### src/rtl/cpu_pkg.sv
// Shared CPU definitions used by the fetch/decode path.
// Instruction word width and the decode filler instruction.
package cpu_pkg;

    localparam int WORD_W = 16;

    typedef logic [WORD_W-1:0] word_t;

    localparam word_t NOP_INSTR = 16'h0000;

endpackage

### src/rtl/ir_queue.sv
// Instruction register queue between fetch and decode.
// FIFO of DEPTH words with valid/ready on both sides and flush.
module ir_queue
    import cpu_pkg::*;
#(
    parameter int WIDTH = WORD_W,
    parameter int DEPTH = 4,
    localparam int CNT_W = $clog2(DEPTH + 1)
) (
    input  logic             clk,
    input  logic             reset,
    input  logic             flush,
    input  logic [WIDTH-1:0] D_in,
    input  logic             w_valid,
    output logic             w_ready,
    output logic [WIDTH-1:0] r,
    output logic             r_valid,
    input  logic             r_ready,
    output logic [CNT_W-1:0] count
);

    localparam int PTR_W = $clog2(DEPTH);
    localparam logic [PTR_W-1:0] PTR_LAST = PTR_W'(DEPTH - 1);
    localparam logic [CNT_W-1:0] CNT_FULL = CNT_W'(DEPTH);

    logic [WIDTH-1:0] mem [DEPTH];
    logic [PTR_W-1:0] wr_ptr;
    logic [PTR_W-1:0] rd_ptr;
    logic             push;
    logic             pop;

    // Handshake qualifiers and outputs, all from registered state
    always_comb begin
        w_ready = (count != CNT_FULL);
        r_valid = (count != '0);
        push    = w_valid & w_ready;
        pop     = r_valid & r_ready;
        r       = r_valid ? mem[rd_ptr] : '0;
    end

    // Storage is only written on an accepted, non-flushed push
    always_ff @(posedge clk) begin
        if (push && !flush) begin
            mem[wr_ptr] <= D_in;
        end
    end

    // Pointer and occupancy update; flush overrides push and pop
    always_ff @(posedge clk or negedge reset) begin
        if (!reset) begin
            wr_ptr <= '0;
            rd_ptr <= '0;
            count  <= '0;
        end else if (flush) begin
            wr_ptr <= '0;
            rd_ptr <= '0;
            count  <= '0;
        end else begin
            if (push) begin
                wr_ptr <= (wr_ptr == PTR_LAST) ? '0 : wr_ptr + 1'b1;
            end
            if (pop) begin
                rd_ptr <= (rd_ptr == PTR_LAST) ? '0 : rd_ptr + 1'b1;
            end
            if (push && !pop) begin
                count <= count + 1'b1;
            end else if (pop && !push) begin
                count <= count - 1'b1;
            end
        end
    end

endmodule
### config.mk
export PLATFORM = sky130hd
export DESIGN_NAME = ir_queue
export DESIGN_NICKNAME = d
export VERILOG_FILES = /design/src/rtl/cpu_pkg.sv /design/src/rtl/ir_queue.sv
export SDC_FILE = /design/constraint.sdc
export NUM_CORES = 1
export LEC_CHECK = 0
export ABC_AREA = 1
export BUFFER_PORTS_ARGS = -buffer_cell sky130_fd_sc_hd__buf_2
export CAP_MARGIN = 20
export CORE_UTILIZATION = 50
export DETAILED_ROUTE_END_ITERATION = 12
export PLACE_DENSITY = 0.7
export SYNTH_ARGS = -nofsm -noshare
export SYNTH_HDL_FRONTEND = slang
export SYNTH_SLANG_ARGS = --single-unit
### constraint.sdc
create_clock -name clk -period 2.4 [get_ports clk]
set_clock_uncertainty 0.1 [all_clocks]
set_input_delay 0.36 -clock clk [delete_from_list [all_inputs] [get_ports clk]]
set_output_delay 0.36 -clock clk [all_outputs]
set_load 0.02 [all_outputs]
==> results of run 1 <==
[synthesized netlist by cell type (2+ instances only)]
| cell | n |
|---|---|
| nand4_1 | 3 |
| clkbuf_2 | 2 |
| a21oi_1 | 16 |
| nand2_1 | 12 |
| nor2_1 | 70 |
| nand3_1 | 3 |
| ha_1 | 5 |
| inv_2 | 4 |
| dfrtp_1 | 7 |
| inv_1 | 12 |
| edfxtp_1 | 64 |
| o21ai_1 | 6 |
| buf_6 | 2 |
| nand2_2 | 5 |
| buf_4 | 5 |
| o21ai_0 | 29 |
| buf_2 | 2 |
[cell usage in the layout, fill, tap and decap left out, types with 4 or more instances in the layout]
cell,Yosys,layout
dfrtp_1,7,6
buf_2,2,41
a21oi_1,16,16
nand2_1,12,12
o21ai_0,29,29
o21ai_1,6,6
inv_1,12,12
ha_1,5,5
inv_2,4,4
nand2_2,5,5
edfxtp_1,64,64
nor2_1,70,70
clkbuf_8,0,9
buf_4,5,9
[metal layers]
metal / GRT usage (%) / part of all wire (%) / vias to the layer above
li1: - / - / 982
met1: 25.91 / 43 / 960
met2: 31.79 / 50 / 52
met3: 4.000 / 5.0 / 12
met4: 10.00 / 2.1 / 0
met5: 0 / 0 / -
[cell families (layout without fill, tap and decap cells)]
| logic type | count (synthesis) | count (layout) |
|---|---|---|
| AND/OR/NAND/NOR | 97 | 97 |
| flip-flops | 71 | 71 |
| AO/OA/AOI/OAI | 53 | 53 |
| buffers and inverters | 28 | 84 |
| adder cells (fa/ha/maj) | 6 | 6 |
| XOR/XNOR | 1 | 1 |
[sequential cells by signal, summed over array words and instances (netlist names)]
register and cells:
mem 64, count 3, wr_ptr 2, rd_ptr 2
[layout make-up]
class	count	share of cell area, %
clock inverters	7	2.071
clock buffers	9	3.536
inverters	17	1.821
repair buffers	51	8.071
multi-input cells	157	22.04
flip-flops and latches	71	59.89
well taps	72	2.571
[repair_timing]
action | in CTS | in global routing
hold buffers | 1 | 0
buffers inserted | 0 | 0
endpoints found under the setup margin | 0 | 7
hold endpoints to repair | 7 | 0
gates resized for setup | 0 | 1
[worst max-delay path: stages (launching register included)]
cell and delay (ns):
dfrtp_1 0.40, inv_2 0.38, o21ai_0 0.19, a21oi_1 0.19
buf_2 0.19
[power groups by stage]
| stage | logic (mW) | clock network, mW | registers, mW |
|---|---|---|---|
| 2_1_floorplan | 0.882 | 0 | 1.53 |
| 3_5_place_dp | 1.22 | 0 | 1.53 |
| 3_3_place_gp | 1.20 | 0 | 1.53 |
| 4_1_cts | 1.23 | 0.949 | 1.51 |
| 6_report | 1.21 | 0.930 | 1.51 |
| 5_1_grt | 1.35 | 0.998 | 1.52 |
[path summary, 6_finish.rpt]
kind	startpoint	endpoint	slack (ns)	cells past startpoint
max in group asynchronous	reset	rd_ptr[1]	1.72	2
min in group asynchronous	reset	count[0]	0.29	2
min reg2reg	count[1]	count[1]	0.54	2
min	D_in[4]	mem[1][4]	0.13	1
max reg2reg	count[0]	count[2]	0.42	11
max	rd_ptr[0]	r[10]	0.25	4
==> results.json, run 1 <==
{
  "hold_viol": 0,
  "die_x_um": 79.63,
  "clock-root-buffer": "clkbuf_8",
  "dr.pass1.iters": 4,
  "gr-total-overflow": 0,
  "finalMaxSlewViolations": 0,
  "drt.antenna.violating_nets": 0,
  "placedCellCount": 367,
  "num_vias": 2006,
  "fin_tns_setup_ns": 0,
  "fin_util_pct": 62.10,
  "synthTopCellsByArea": "edfxtp_1, nor2_1, dfrtp_1, o21ai_0, a21oi_1",
  "status": "finished clean",
  "pwr-share-comb_pct": 33.2,
  "fin_hold_ws_ns": 0.1314,
  "fillCellCount": 454,
  "synth-xor-area-share_pct": 0.2907,
  "p_total_mw": 3.651,
  "drc_errors": 0,
  "grt_pass1_vias": 1923,
  "min_period_over_period_pct": 89.48,
  "grtUsageTotal_pct": 19.93,
  "synth_mux_area_share_pct": 0,
  "intPower_mw": 2.310,
  "multi_input_area_um2": 772.0,
  "max-slew-margin-rel_pct": 67.42,
  "synth_seq_cells": 71,
  "final_layout_size_suffix_gt1_share_pct": 25.32,
  "min_path_type": "in2reg",
  "antenna_found_initial": 0,
  "cp-end-kind": "primary output",
  "syn_area_um2": 3013,
  "via_per_inst": 5.224,
  "powerDensity_nw_per_um2": 1042,
  "synthSimpleGateAreaFrac_pct": 13.62,
  "layout_min_cycle_time_ns": 2.148,
  "final_nets": 334,
  "setup_slack_ns": 0.2524,
  "stdcell_area_um2": 3503,
  "clk_pin_slew_ns": 0.08,
  "crit_path_start_kind": "flop",
  "ios": 42,
  "power.switching_mw": 1.341,
  "h-tree-depth": 3,
  "yosysUniqueCellTypes": 26,
  "syn2layout_area_growth_pct": 16.28,
  "clock_path_buffers": 2,
  "syn_inst": 256,
  "totalWireLength_mm": 5.661,
  "grt_start_max_net_pins": 34,
  "insertedDiodeCount": 0,
  "rows": 27,
  "worstMarginPinSlew_ns": 0.4880,
  "clockPowerShare_pct": 25.5,
  "cts_buffers": 9,
  "yosysWarnings": 0,
  "rsz0062_at_grt": "false",
  "p_sw_share_pct": 36.73,
  "core_um2": 5642,
  "grt_pass1_wl_mm": 9.204,
  "final_cells": 384,
  "max_freq_mhz": 465.6,
  "io_buffers": 41,
  "synth_top_area_share_pct": 63.79,
  "dieArea_um2": 6340,
  "ys.flop_type": "edfxtp_1",
  "cp.required_ns": 1.94,
  "seq_area_um2": 2098,
  "gp_congestion": 0.8114,
  "synth_fa_ha_area_share_pct": 2.741,
  "vdd_drop_max_mv": 0.4977,
  "worstPathMaxFanout": 33,
  "dieHeight_um": 79.63,
  "worst_ep_arrival_time_ns": 1.69,
  "static-leakage-power_nw": 1.371,
  "post-place-ws_ns": 0.4138,
  "drv_cap": 0,
  "setup_viol": 0,
  "ys_async_sr_fraction_pct": 9.859,
  "synth-compound-area-share_pct": 8.970,
  "synth_edf_count": 64,
  "clk_latency_ns": 0.33,
  "power_frac_seq_pct": 41.3,
  "clock-sinks": 71,
  "wire_per_inst_um": 14.74,
  "start_util_pct": 53.40,
  "yosysTopAreaCell": "edfxtp_1",
  "drt_iter0_markers": 136,
  "postPlaceCellArea_um2": 3296,
  "synth_area_per_cell_um2": 11.77,
  "synth.net_count": 283,
  "hpwl_mm": 3.618,
  "synth_sequential_area_ratio_pct": 69.60,
  "tritoncts": "built",
  "critPathKind": "reg2out",
  "synth_top_family_by_area": "simple AND/OR/NAND/NOR gates"
}
Power figures use the tool's default switching activity.
==> run 2: changes to the inputs <==
Settings changed: ABC_AREA 1 to unset.
==> run 2 against run 1 <==
Compared with the run above:
- synthesized cell count down 34%
- register-to-register slack worse by 0.26 ns
- setup slack lost 0.090 ns
- utilization down 1.4 points
- maximum frequency is 4.0% lower
- critical path depth unchanged
==> results.json, run 2 <==
{
  "crit_path_start_kind": "flop",
  "top_register": "mem",
  "final_common_cell": "edfxtp_1",
  "insertedDiodeCount": 0,
  "min_period_over_period_pct": 93.24,
  "synth_sequential_area_ratio_pct": 68.13,
  "synth-compound-area-share_pct": 3.130,
  "intPower_mw": 2.384,
  "die_x_um": 80.46,
  "crit_family": "multiplexers",
  "r2r_slack_ns": 0.16,
  "h-tree-depth": 3,
  "synthTopCellsByCount": "edfxtp_1, mux4_2, nor2b_1, nor2b_4",
  "synth.net_count": 195,
  "drt.antenna.violating_nets": 0,
  "vdd_drop_max_mv": 0.4356,
  "start_util_pct": 51.99,
  "clockPowerShare_pct": 29.6,
  "dieHeight_um": 80.46,
  "clock-root-buffer": "clkbuf_8",
  "fin_tns_setup_ns": 0,
  "via_per_inst": 5.503,
  "num_vias": 1640,
  "cts_buffers": 9,
  "yosysWarnings": 0,
  "clock-sinks": 71,
  "final_layout_size_suffix_gt1_share_pct": 41.70,
  "critPathKind": "reg2out",
  "worstMarginPinSlew_ns": 0.4383,
  "gr-total-overflow": 0,
  "p_sw_share_pct": 29.67,
  "ys.flop_type": "edfxtp_1",
  "yosysUniqueCellTypes": 39,
  "met3_length_um": 244,
  "grt_start_max_net_pins": 19,
  "io_buffers": 41,
  "crit_chain": "buf_4, mux4_2, nor2b_1, buf_2",
  "post_cts_buffers": 0,
  "totalWireLength_mm": 5.327,
  "power_frac_seq_pct": 43.5,
  "min_path_type": "in2reg",
  "pwr-share-comb_pct": 26.9,
  "synth-xor-area-share_pct": 0.2846,
  "max-slew-margin-rel_pct": 70.78,
  "seq_area_um2": 2098,
  "synth_edf_count": 64,
  "synth_seq_cells": 71,
  "fillCellCount": 441,
  "top_layer_used": "met4",
  "cp_num_buf_inv": 2,
  "synth_fa_ha_area_share_pct": 2.683,
  "wire_per_inst_um": 17.88,
  "grtUsageTotal_pct": 17.99,
  "final_nets": 245,
  "static-leakage-power_nw": 1.310,
  "drv_cap": 0,
  "clk_pin_slew_ns": 0.07,
  "met2_length_mm": 2.813,
  "drt_iter0_markers": 103,
  "clk_latency_ns": 0.33,
  "cp-end-kind": "primary output",
  "synth_area_per_cell_um2": 18.32,
  "clock_path_buffers": 2,
  "hpwl_mm": 3.484,
  "crit_path_top_delay_cell": "mux4_2",
  "crit_path_max_incr_delay_ns": 0.54,
  "dr.pass1.iters": 4,
  "gp_congestion": 0.7022,
  "mostFrequentLayoutCells": "edfxtp_1, buf_2, mux4_2, clkbuf_8",
  "powerDensity_nw_per_um2": 943.7,
  "wl_met1_mm": 2.143,
  "ios": 42,
  "power.switching_mw": 1.005,
  "finalMaxSlewViolations": 0,
  "grt_pass1_wl_mm": 8.121,
  "layout_min_cycle_time_ns": 2.238,
  "tritoncts": "built",
  "synth_top_area_share_pct": 62.44,
  "syn_inst": 168,
  "antenna_found_initial": 0,
  "syn2layout_area_growth_pct": 16.67,
  "worst_ep_arrival_time_ns": 1.78,
  "drc_errors": 0,
  "grt_pass1_vias": 1698,
  "fin_util_pct": 60.65,
  "largest_register_ffs": 64,
  "status": "finished clean",
  "core_um2": 5921,
  "synth_mux_area_share_pct": 12.40,
  "max_freq_mhz": 446.9,
  "synth_most_common_cell": "edfxtp_1",
  "cp.required_ns": 1.94,
  "ys_async_sr_fraction_pct": 9.859,
  "multi_input_area_um2": 882.1,
  "synthTopCellsByArea": "edfxtp_1, mux4_2, dfrtp_1, nor2b_4, ha_1",
  "rsz0062_at_grt": "false",
  "synth_top_family_by_area": "multiplexers",
  "hold_viol": 0,
  "syn_area_um2": 3078,
  "fin_hold_ws_ns": 0.1410,
  "synthSimpleGateAreaFrac_pct": 9.756,
  "rows": 28,
  "worstPathMaxFanout": 11,
  "dieArea_um2": 6474,
  "reg_top3": "mem (64), count (3)",
  "yosysTopAreaCell": "edfxtp_1",
  "setup_viol": 0
}
## run 2: power groups by stage
stage               clock, mW  sequential (mW)  combinational (mW)
floorplan                   0             1.48               0.706
global placement            0             1.49               0.889
detailed placement          0             1.50               0.920
CTS                      1.02             1.47               0.923
global route             1.07             1.48               0.987
finish                   1.00             1.47               0.910
## run 2: metrics by stage
step | area (um^2) | instances | setup slack [ns] | power [mW]
6_report | 3591 | 298 | 0.1623 | 3.389
5_1_grt | 3591 | 298 | 0.04374 | 3.539
4_1_cts | 3585 | 298 | 0.1109 | 3.417
3_5_place_dp | 3362 | 281 | 0.1269 | 2.420
3_3_place_gp | 3362 | 281 | 0.3063 | 2.379
2_1_floorplan | 3078 | 168 | 0.2413 | 2.181
## run 2: repair_timing
item,4_1_cts,5_1_grt
resized for setup,1,1
hold buffers,1,0
setup endpoints to repair,16,1
pin swaps,0,0
hold endpoints to repair,7,0
## run 2: final cells by class
type                            count  area share [%]
Sequential cell                    71           58.43
Multi-Input combinational cell     78           24.56
Tap cell                           75           2.613
Clock inverter                      7           2.439
Timing Repair Buffer               50           7.666
Inverter                            8          0.8362
Clock buffer                        9           3.449
## run 2: cell families (layout without fill, tap and decap cells)
group | after synthesis | in the layout
flops | 71 | 71
buf+inv | 19 | 74
compound gates | 14 | 14
mux | 18 | 18
simple gates | 39 | 39
xor+xnor | 1 | 1
fa+ha+maj | 6 | 6
## run 2: layer usage
metal | global-route usage (%) | vias up
li1 | - | 748
met4 | 11.07 | 0
met2 | 30.34 | 51
met5 | 0 | -
met3 | 3.977 | 12
met1 | 20.78 | 829
## run 2: final timing paths
| kind | to | start | cells after the start |
|---|---|---|---|
| min reg2reg | wr_ptr[1] | wr_ptr[1] | 2 |
| min | mem[3][0] | D_in[0] | 1 |
| max in group asynchronous | rd_ptr[1] | reset | 2 |
| max reg2reg | count[1] | count[0] | 6 |
| min in group asynchronous | count[1] | reset | 2 |
| max | r[6] | rd_ptr[0] | 4 |
